<file path="config.mk">
export PLATFORM = sky130hd
export DESIGN_NAME = rdout_wout_readback
export DESIGN_NICKNAME = d
export VERILOG_FILES = /design/src/rtl/rdout_pkg.sv /design/src/rtl/rdout_wout_shadow.sv /design/src/rtl/rdout_wout_readback.sv
export SDC_FILE = /design/constraint.sdc
export NUM_CORES = 1
export LEC_CHECK = 0
export CAP_MARGIN = 0
export CORE_AREA = 5 5 175 177
export CTS_CLUSTER_DIAMETER = 30
export DETAILED_ROUTE_END_ITERATION = 10
export DIE_AREA = 0 0 180 182
export HOLD_SLACK_MARGIN = 0.03
export PLACE_DENSITY = 0.88
export SYNTH_ARGS = -nofsm -noshare
export SYNTH_HDL_FRONTEND = slang
export SYNTH_SLANG_ARGS = --single-unit
</file>
<file path="constraint.sdc">
create_clock -name clk -period 7 [get_ports clk]
set_clock_uncertainty 0.1 [all_clocks]
set_input_delay 1.05 -clock clk [delete_from_list [all_inputs] [get_ports clk]]
set_output_delay 1.05 -clock clk [all_outputs]
set_load 0.05 [all_outputs]
</file>
<file path="src/rtl/rdout_pkg.sv">
`default_nettype none
// ============================================================================
//  Module      : rdout_pkg
//  Description : Shared constants, header layout and state encoding for the
//                readout W_out/est snapshot reader.
//  Revision    : 1.0 - initial release
// ============================================================================
package rdout_pkg;

   localparam int          N_W       = 8;
   localparam int          W_BITS    = 32;
   localparam int          ADDR_BITS = 6;
   localparam int          CNT_BITS  = 16;
   localparam int          FRAME_LEN = N_W + 2;
   localparam int          IDX_BITS  = 4;
   localparam int          SEL_BITS  = 3;
   localparam logic [7:0]  HDR_MAGIC = 8'hA5;

   // Header field positions
   localparam int HDR_MAGIC_LSB = 24;
   localparam int HDR_TCE_BIT   = 23;
   localparam int HDR_RSVD_BIT  = 22;
   localparam int HDR_ADDR_LSB  = 16;
   localparam int HDR_CNT_LSB   = 0;

   localparam logic [IDX_BITS-1:0] LAST_IDX = IDX_BITS'(FRAME_LEN - 1);

   typedef enum logic [0:0] {
      IDLE = 1'b0,
      SEND = 1'b1
   } state_t;

   // Assemble the frame header word from captured fields and frame count
   function automatic logic [31:0] make_header(
      input logic                 tce,
      input logic [ADDR_BITS-1:0] addr,
      input logic [CNT_BITS-1:0]  cnt
   );
      logic [31:0] h;
      h                                 = '0;
      h[HDR_MAGIC_LSB +: 8]             = HDR_MAGIC;
      h[HDR_TCE_BIT]                    = tce;
      h[HDR_RSVD_BIT]                   = 1'b0;
      h[HDR_ADDR_LSB +: ADDR_BITS]      = addr;
      h[HDR_CNT_LSB +: CNT_BITS]        = cnt;
      return h;
   endfunction

endpackage
`default_nettype wire

</file>
<file path="src/rtl/rdout_wout_shadow.sv">
`default_nettype none
// ============================================================================
//  Module      : rdout_wout_shadow
//  Description : Capture-enabled shadow bank for W_out/est/addr/train_ce and
//                the word multiplexer that builds each frame word.
//  Revision    : 1.0 - initial release
// ============================================================================
module rdout_wout_shadow
   import rdout_pkg::*;
(
   input  logic                    clk,
   input  logic                    rst_N,
   input  logic                    i_cap,
   input  logic                    i_train_ce,
   input  logic [N_W*W_BITS-1:0]   i_w_out,
   input  logic [W_BITS-1:0]       i_est,
   input  logic [ADDR_BITS-1:0]    i_addr,
   input  logic [IDX_BITS-1:0]     i_word_idx,
   input  logic [CNT_BITS-1:0]     i_frame_cnt,
   output logic [31:0]             o_word
);

   logic [N_W*W_BITS-1:0] r_w;
   logic [W_BITS-1:0]     r_est;
   logic [ADDR_BITS-1:0]  r_addr;
   logic                  r_tce;

   logic [W_BITS-1:0]     w_wt [N_W];
   logic [SEL_BITS-1:0]   w_sel;

   // Latch a coherent copy of all live inputs on the capture strobe
   always_ff @(posedge clk) begin
      if (!rst_N) begin
         r_w    <= '0;
         r_est  <= '0;
         r_addr <= '0;
         r_tce  <= 1'b0;
      end else if (i_cap) begin
         r_w    <= i_w_out;
         r_est  <= i_est;
         r_addr <= i_addr;
         r_tce  <= i_train_ce;
      end
   end

   for (genvar gi = 0; gi < N_W; gi++) begin : g_split
      assign w_wt[gi] = r_w[gi*W_BITS +: W_BITS];
   end

   // Words 1..N_W map to weights 0..N_W-1
   assign w_sel = SEL_BITS'(i_word_idx - IDX_BITS'(1));

   // Select header, weight or estimate according to the word index
   always_comb begin
      o_word = '0;
      if (i_word_idx == '0) begin
         o_word = make_header(r_tce, r_addr, i_frame_cnt);
      end else if (i_word_idx == LAST_IDX) begin
         o_word = r_est;
      end else begin
         o_word = w_wt[w_sel];
      end
   end

endmodule
`default_nettype wire

</file>
<file path="src/rtl/rdout_wout_readback.sv">
`default_nettype none
// ============================================================================
//  Module      : rdout_wout_readback
//  Description : Snapshots readout W_out/est/addr on request and streams them
//                as a 10-word valid/ready frame (header, 8 weights, est).
//                Optional build macro RDOUT_AUTO_SNAP_EN adds an automatic
//                snapshot on the falling edge of train_ce.
//  Revision    : 1.0 - initial release
// ============================================================================
module rdout_wout_readback
   import rdout_pkg::*;
(
   input  logic                    clk,
   input  logic                    rst_N,
   input  logic                    train_ce,
   input  logic [N_W*W_BITS-1:0]   W_out,
   input  logic [W_BITS-1:0]       est,
   input  logic [ADDR_BITS-1:0]    addr,
   input  logic                    snap_req,
   output logic                    busy,
   output logic                    snap_done,
   output logic                    snap_overrun,
   output logic                    m_valid,
   input  logic                    m_ready,
   output logic [31:0]             m_data,
   output logic                    m_last
);

   state_t                r_state;
   state_t                w_state_nxt;
   logic [IDX_BITS-1:0]   r_idx;
   logic [IDX_BITS-1:0]   w_idx_nxt;
   logic [CNT_BITS-1:0]   r_frame_cnt;
   logic [CNT_BITS-1:0]   w_frame_cnt_nxt;
   logic                  r_done;
   logic                  w_done_nxt;
   logic                  r_ovr;
   logic                  w_ovr_nxt;
   logic                  w_cap;
   logic                  w_req;
   logic [31:0]           w_word;

`ifdef RDOUT_AUTO_SNAP_EN
   logic r_tce_d;

   // Remember previous train_ce to spot the end of training
   always_ff @(posedge clk) begin
      if (!rst_N) begin
         r_tce_d <= 1'b0;
      end else begin
         r_tce_d <= train_ce;
      end
   end

   assign w_req = snap_req | (r_tce_d & ~train_ce);
`else
   assign w_req = snap_req;
`endif

   // State, word index, frame counter and status pulse registers
   always_ff @(posedge clk) begin
      if (!rst_N) begin
         r_state     <= IDLE;
         r_idx       <= '0;
         r_frame_cnt <= '0;
         r_done      <= 1'b0;
         r_ovr       <= 1'b0;
      end else begin
         r_state     <= w_state_nxt;
         r_idx       <= w_idx_nxt;
         r_frame_cnt <= w_frame_cnt_nxt;
         r_done      <= w_done_nxt;
         r_ovr       <= w_ovr_nxt;
      end
   end

   // Next-state logic: capture in IDLE, advance one word per handshake in SEND
   always_comb begin
      w_state_nxt     = r_state;
      w_idx_nxt       = r_idx;
      w_frame_cnt_nxt = r_frame_cnt;
      w_done_nxt      = 1'b0;
      w_ovr_nxt       = 1'b0;
      w_cap           = 1'b0;
      case (r_state)
         IDLE: begin
            if (w_req) begin
               w_cap       = 1'b1;
               w_idx_nxt   = '0;
               w_state_nxt = SEND;
            end
         end
         SEND: begin
            // Requests during a frame are dropped, not queued
            w_ovr_nxt = w_req;
            if (m_ready) begin
               if (r_idx == LAST_IDX) begin
                  w_state_nxt     = IDLE;
                  w_done_nxt      = 1'b1;
                  w_frame_cnt_nxt = r_frame_cnt + CNT_BITS'(1);
               end else begin
                  w_idx_nxt = r_idx + IDX_BITS'(1);
               end
            end
         end
         default: begin
            w_state_nxt = IDLE;
         end
      endcase
   end

   rdout_wout_shadow u_shadow (
      .clk         (clk),
      .rst_N       (rst_N),
      .i_cap       (w_cap),
      .i_train_ce  (train_ce),
      .i_w_out     (W_out),
      .i_est       (est),
      .i_addr      (addr),
      .i_word_idx  (r_idx),
      .i_frame_cnt (r_frame_cnt),
      .o_word      (w_word)
   );

   assign busy         = (r_state == SEND);
   assign m_valid      = (r_state == SEND);
   // Data is forced to zero outside a frame so idle/reset outputs read 0
   assign m_data       = m_valid ? w_word : 32'h0;
   assign m_last       = m_valid && (r_idx == LAST_IDX);
   assign snap_done    = r_done;
   assign snap_overrun = r_ovr;

endmodule
`default_nettype wire

</file>
; ---- After elaboration in Yosys (flattened, before gate mapping)
; Cells that the tools add are included.
[op_classes]
n_mux = 16
bitwise_logic = 2
n_reduce_logical = 6
addsub = 3
eq_ne = 4
order_cmp = 1
[op_table]
columns = cell, count
row1 = two-way mux 32 bit, 5
row2 = binary-select mux 32 bit (select 3 bit), 1
row3 = adder 16 x 1 -> 16 bit (second input constant), 1
row4 = two-way mux 4 bit, 3
row5 = AND reduction 3 bit, 3
row6 = case mux 4 bit (2 select lines), 1
row7 = != test 2 bit (second input constant), 3
row8 = two-way mux 1 bit, 5
row9 = adder 4 x 1 -> 4 bit (second input constant), 1
row10 = equality test 4 bit (second input constant), 1
row11 = >= comparator 4 bit (second input constant), 1
row12 = zero test 4 bit, 1
row13 = inverter 3 -> 4 bit, 1
row14 = subtractor 3 x 1 -> 3 bit (second input constant), 1
row15 = case mux 1 bit (2 select lines), 1
row16 = AND reduction 2 bit, 1
row17 = logical AND 1 bit, 1
row18 = inverter 1 bit, 1
[totals]
inputBits = 299
regBits = 318
word_cells = 41

; ---- Logic depth before layout (Yosys ltp)
; Gate-level depths: netlist of the first run.
[depth]
word_depth = 8
ltp_mapped = 10

; ---- Cells and area by module
; A second synthesis of the first run with hierarchy kept.
[unflattened]
hier_cells = 1527
area_unflattened_um2 = 15708.8
[modules_own_cells]
columns = mod, area_per_inst_um2, instances, cells_each
row1 = rdout_wout_shadow, 14392.6, 1, 1372
row2 = rdout_wout_readback, 1316.3, 1, 155

; ---- Worst setup path after synthesis of the first run
; Ideal clock, no wire load.
[synth_path]
path_type = register to output
start = register r_idx[0]
end = output m_data[13]
path_slack_ns = 2.447
path_buffers = 4
t_required_ns = 5.850
arrival_time_ns = 3.403
stages_incl_launch_ff = 10
cell_sequence = dfxtp_1 -> buf_2 -> inv_2 -> buf_2 -> ha_1 -> clkbuf_1 -> o21ai_1 -> clkbuf_1 -> nor2_1 -> nor4_1
[synth_via]
elab_chain_len = 8
word_cells_on_any_way = 10
[synth_rtl]
columns = element, line
row1 = start: declaration, rdout_wout_readback.sv:31  ; logic [IDX_BITS-1:0] r_idx;
row2 = start signal: assignment, rdout_wout_readback.sv:70  ; r_idx <= w_idx_nxt;
row3 = subtractor 3 x 1 -> 3 bit, rdout_wout_shadow.sv:51  ; assign w_sel = SEL_BITS'(i_word_idx - IDX_BITS'(1));
row4 = inverter 3 -> 4 bit (implied by the code), rdout_wout_shadow.sv:61  ; o_word = w_wt[w_sel];
row5 = binary-select mux 32 bit (select 3 bit), rdout_wout_shadow.sv:61
row6 = two-way mux 32 bit (implied by the code) (2 in series), rdout_wout_shadow.sv:61
row7 = two-way mux 32 bit, rdout_wout_shadow.sv:58  ; end else if (i_word_idx == LAST_IDX) begin
row8 = two-way mux 32 bit *, rdout_wout_shadow.sv:56  ; if (i_word_idx == '0) begin
row9 = two-way mux 32 bit *, rdout_wout_readback.sv:128  ; assign m_data = m_valid ? w_word : 32'h0;
row10 = end: declaration, rdout_wout_readback.sv:25  ; output logic [31:0] m_data,
; Mark *: on every way between the ends. The rest lies on a longest branch, timed or not. The select of a mux whose other input is x is not followed.

; ---- Worst setup path after layout of the first run
[layout_path]
start = register r_idx[0]
end = output m_data[23]
; The elaborated chain is that of the path after synthesis.

==> flow_metrics.env, run 1 <==
export IMPL_status="complete, no violations"
export IMPL_slew_headroom_pct=20.67
export IMPL_coreArea_um2=29090
export IMPL_multiInputGateArea_um2=6703
export IMPL_antenna_found_initial=3
export IMPL_dieWidth_um=180
export IMPL_ys_flop_type="dfxtp_1"
export IMPL_nets=2262
export IMPL_syn_area_um2=13660
export IMPL_cts_sinks=318
export IMPL_vias=13440
export IMPL_synthArstFlopShare_pct=0
export IMPL_vdd_drop_max_mv=0.1998
export IMPL_hold_buffers=0
export IMPL_yosys_warnings=0
export IMPL_dieArea_um2=32760
export IMPL_ff2ff_setup_slack_ns=2.89
export IMPL_grt_pass1_wl_um=71430
export IMPL_worstSetupPathType="reg -> out"
export IMPL_min_path_type="reg -> reg"
export IMPL_drive_above_1_share_pct=8.873
export IMPL_dp_hpwl_um=32220
export IMPL_synth_top_cell_area_share_pct=46.62
export IMPL_worstSkewPairLatency_ns=0.56
export IMPL_finalCritPeriodShare_pct=77.78
export IMPL_period_minus_slack_ns=5.445
export IMPL_clk_pin_slew_ns=0.05
export IMPL_slew_viol_final=0
export IMPL_fillerInstances=2263
export IMPL_fin_setup_tns_ns=0
export IMPL_cts_buffers=59
export IMPL_synth_top_area_cell="dfxtp_1"
export IMPL_seq_area_frac_synth_pct=46.62
export IMPL_postCtsSetupBuffers=0
export IMPL_cp_start_kind="flop"
export IMPL_drc_errors=0
export IMPL_yosys_top_cells_area="dfxtp_1 47%, nand2_1 17%, a21oi_1 11%"
export IMPL_mostFrequentLayoutCell="nand2_1"
export IMPL_clockBufferDepth=3
export IMPL_initial_core_util_pct=46.95
export IMPL_rows=63
export IMPL_grt_pass1_vias=13130
export IMPL_cts_tree="done"
export IMPL_cts_root_buffer="clkbuf_16"
export IMPL_ctsResizeCount=0
export IMPL_worstMarginPinSlew_ns=1.190
export IMPL_power_density_nw_per_um2=287.4
export IMPL_endpoint_kind="output pin"
export IMPL_p_leak_nw=7.069
export IMPL_syn_nets=1993
export IMPL_synthDistinctLibCells=44
export IMPL_netlist_instances=1690
export IMPL_required_ns=5.85
export IMPL_layout_cells_most_common_list="602 x nand2_1, 335 x clkdlybuf4s50_1, 318 x dfxtp_1, 302 x a21oi_1, 66 x nor2_1"
export IMPL_firstDrtPassIters=5
export IMPL_final_seq_area_um2=6366
export IMPL_gr_total_overflow=0
export IMPL_max_freq_mhz=183.7
export IMPL_hold_viol=0
export IMPL_avgSynthCellArea_um2=8.080
export IMPL_portBuffers=335
export IMPL_place_congestion=0.8776
export IMPL_die_h_um=182
export IMPL_cts_max_level=2
export IMPL_finalNonFillerCells=2399
export IMPL_path_max_fanout=45
export IMPL_finalSetupViolCount=0
export IMPL_dr_first_iter_drc_count=1384
export IMPL_rsz0062_at_grt="no"
export IMPL_grt_start_max_net_pins=219
export IMPL_maxCapViolations=0
export IMPL_area_growth_syn_to_layout_pct=40.11
export IMPL_ant_nets=0
export IMPL_num_io_pins=336
export IMPL_numPlacedInstances=2288
export IMPL_synth_edff_count=0
export IMPL_wl_um=46550
export IMPL_critPathArrivalTime_ns=4.29
export IMPL_grt_usage_pct=26.81
export IMPL_synth_seq_cells=318
export IMPL_wl_per_cell_um=19.40
export IMPL_vias_per_cell=5.604
[metal layers]
metal  vias to the layer above  routed length (µm)  global-route usage [%]
met5                         -                   0                       0
met4                         0                1665                   10.15
met3                       120                4256                   7.472
met2                       680               20830                   40.64
met1                      6367               19800                   36.65
li1                       6276                   -                       -
[final timing paths]
kind	endpoint	cells past startpoint	from
worst max-delay path	m_data[23]	7	r_idx[0]
worst min-delay path	u_shadow.r_w[186]	2	u_shadow.r_w[186]
worst max register to register	u_shadow.r_w[231]	5	busy
worst min register to register	u_shadow.r_w[186]	2	u_shadow.r_w[186]
[synthesized netlist by cell type (5+ instances only)]
library cell / count
inv_1: 5
xnor2_1: 13
mux2_2: 5
nor2_1: 66
nand4_1: 11
nor3b_1: 20
o21ai_0: 9
a211oi_1: 5
nand2_1: 603
nand3_1: 8
a21oi_1: 302
clkbuf_1: 93
mux2i_1: 24
buf_2: 34
mux4_2: 50
o22ai_1: 23
nor4_1: 28
nand3b_1: 11
nor3_1: 15
dfxtp_1: 318
buf_4: 6
[cell families (layout without fill, tap and decap cells)]
logic type | count (synthesis) | after routing | synth area share, %
mux | 79 | 79 | 10.42
simple gates | 778 | 778 | 23.68
buf+inv | 146 | 462 | 4.655
other cells | 0 | 3 | 0
flops | 318 | 318 | 46.62
fa+ha+maj | 4 | 4 | 0.3665
compound gates | 351 | 351 | 13.37
xor+xnor | 14 | 14 | 0.8979
[registers in the layout, summed over array words and instances (netlist names)]
| signal | flops |
|---|---|
| snap_overrun | 1 |
| u_shadow.r_addr | 6 |
| snap_done | 1 |
| u_shadow.r_tce | 1 |
| u_shadow.r_est | 32 |
| u_shadow.r_w | 256 |
| busy | 1 |
| r_idx | 4 |
| r_frame_cnt | 16 |
[layout make-up]
class	count	share of cell area (%)
antenna	3	0.03924
clock buffer	76	8.468
clock inverter	32	2.276
inverter	8	0.2093
multi-input combinational	1226	35.03
sequential	318	33.27
tap	390	2.550
timing repair buffer	346	18.15
[per-stage QoR]
step,power [mW],setup WS (ns),util [%],instance area (µm²),hold WS (ns)
floorplan,2.325,2.447,-,13660,0.3311
global placement,2.603,2.265,58.69,17070,0.3381
detailed placement,2.619,2.167,58.69,17070,0.3475
CTS,5.511,1.568,65.75,19130,0.3535
global route,5.659,1.296,65.78,19130,0.3712
finish,5.498,1.555,65.78,19130,0.3503
[report_power, final]
group	switching, mW	total, mW	internal (mW)
logic	0.320	0.621	0.301
clock network	0.939	2.90	1.96
registers	0.0671	1.98	1.91
[worst max-delay path, cell delays in order (launching register included)]
cell and delay (ns):
dfxtp_1 0.37, buf_4 0.41, ha_1 0.30, mux2i_1 0.17, o21bai_2 0.93, nor2_1 0.14, nor4_1 0.51, clkdlybuf4s50_1 0.91
No activity file was read; power rests on OpenSTA's default activity.
==> inputs of run 2 (changes only) <==
Clock period 7 ns to 5.2 ns, I/O delays scaled along.
==> flow_metrics.env, run 2 (synthesis results as in run 1) <==
export IMPL_status="complete, no violations"
export IMPL_min_path_type="reg -> reg"
export IMPL_hold_viol=0
export IMPL_power_density_nw_per_um2=379.3
export IMPL_clockBufferDepth=3
export IMPL_firstDrtPassIters=6
export IMPL_fin_setup_tns_ns=0
export IMPL_layout_cells_most_common_list="602 x nand2_1, 318 x dfxtp_1, 303 x clkdlybuf4s50_1, 302 x a21oi_1, 66 x nor2_1"
export IMPL_mostFrequentLayoutCell="nand2_1"
export IMPL_vdd_drop_max_mv=0.2622
export IMPL_worst_slack_ns=0.5617
export IMPL_finalSetupViolCount=0
export IMPL_endpoint_kind="output pin"
export IMPL_portBuffers=335
export IMPL_num_io_pins=336
export IMPL_cts_max_level=2
export IMPL_vias_per_cell=5.698
export IMPL_grt_start_max_net_pins=194
export IMPL_worstSetupPathType="reg -> out"
export IMPL_reg2reg_depth=6
export IMPL_wl_per_cell_um=20.01
export IMPL_reg_top3="u_shadow.r_w x256, u_shadow.r_est x32, r_frame_cnt x16"
export IMPL_area_growth_syn_to_layout_pct=41.90
export IMPL_cts_root_buffer="clkbuf_16"
export IMPL_rsz0062_at_grt="no"
export IMPL_cts_tree="done"
export IMPL_critPathArrivalTime_ns=3.76
export IMPL_cts_sinks=318
export IMPL_gr_total_overflow=0
export IMPL_worstSkewPairLatency_ns=0.57
export IMPL_cp_slowest_cell="nor4_1"
export IMPL_path_common_cell="buf_4"
export IMPL_regMostFlops="u_shadow.r_w"
export IMPL_antenna_found_initial=5
export IMPL_rows=63
export IMPL_nets=2270
export IMPL_ctsResizeCount=0
export IMPL_path_buf_inv=5
export IMPL_dr_first_iter_drc_count=1663
export IMPL_grt_usage_pct=27.59
export IMPL_dieWidth_um=180
export IMPL_required_ns=4.32
export IMPL_finalCritPeriodShare_pct=89.20
export IMPL_slew_viol_final=0
export IMPL_ant_nets=0
export IMPL_vias=13700
export IMPL_power_mw=7.349
export IMPL_holdPathStages=2
export IMPL_drc_errors=0
export IMPL_wl_um=48120
export IMPL_dp_slack_ns=1.241
export IMPL_die_h_um=182
export IMPL_worstMarginPinSlew_ns=1.220
export IMPL_slew_headroom_pct=18.44
export IMPL_place_congestion=0.9049
export IMPL_postCtsSetupBuffers=0
export IMPL_period_minus_slack_ns=4.638
export IMPL_cp_start_kind="flop"
export IMPL_path_depth=9
export IMPL_dieArea_um2=32760
export IMPL_path_max_fanout=49
export IMPL_crit_chain="buf_4 -> inv_4 -> ha_1 -> buf_4 -> o21bai_2 -> buf_4 -> nor2_1 -> nor4_1 -> buf_12"
export IMPL_worst_path_largest_cell_delay_ns=0.64
export IMPL_hold_buffers=0
export IMPL_grt_pass1_wl_um=73450
export IMPL_max_freq_mhz=215.6
export IMPL_p_leak_nw=7.215
export IMPL_whs_ns=0.3519
export IMPL_dp_hpwl_um=32800
export IMPL_drive_above_1_share_pct=10.99
export IMPL_cts_buffers=57
export IMPL_initial_core_util_pct=46.95
export IMPL_maxCapViolations=0
export IMPL_clk_pin_slew_ns=0.06
export IMPL_coreArea_um2=29090
export IMPL_grt_pass1_vias=13380
export IMPL_largest_register_ffs=256
export IMPL_critPathTopFamily="buffers and inverters"
-- run 2: metal layers --
layer  track usage [%]  wire (µm)  vias up
li1                  -          -     6290
met1             35.37      18850     6474
met2             43.24      22050      780
met3             8.974       5208      156
met4             11.34       1971        4
met5                 0         34        -
-- run 2: power by group --
part / switching, mW / internal (mW) / leakage (nW)
logic: 0.445 / 0.424 / 3.64
clock network: 1.30 / 2.52 / 0.967
registers: 0.0823 / 2.57 / 2.61
-- run 2: final cells by class --
| class | instances | area [µm²] |
|---|---|---|
| timing repair buffer | 356 | 3769 |
| clock inverter | 34 | 417.9 |
| sequential | 318 | 6366 |
| tap | 390 | 488.0 |
| clock buffer | 69 | 1584 |
| antenna | 4 | 10.01 |
| multi-input combinational | 1226 | 6703 |
| fill | 2193 | 9709 |
| inverter | 8 | 40.04 |
-- run 2: metrics by stage --
step,instances,area (µm²),utilization (%)
2_1_floorplan,1690,13660,-
3_3_place_gp,2298,17370,59.70
3_5_place_dp,2298,17370,59.70
4_1_cts,2401,19370,66.58
5_1_grt,2404,19370,66.61
6_report,2405,19380,66.62
-- run 2: worst paths after layout --
check | startpoint | endpoint | slack [ns]
max | r_idx[0] | m_data[11] | 0.56
min | u_shadow.r_w[16] | u_shadow.r_w[16] | 0.35
max reg2reg | busy | u_shadow.r_w[164] | 1.85
min reg2reg | u_shadow.r_w[16] | u_shadow.r_w[16] | 0.35
-- run 2: worst reg2reg max path: stages, from the launching register on --
cell	delay, ns
dfxtp_1	0.81
clkinv_1	0.45
buf_4	0.35
nand2_4	0.45
buf_12	0.62
nand2_1	0.32
a21oi_1	0.17
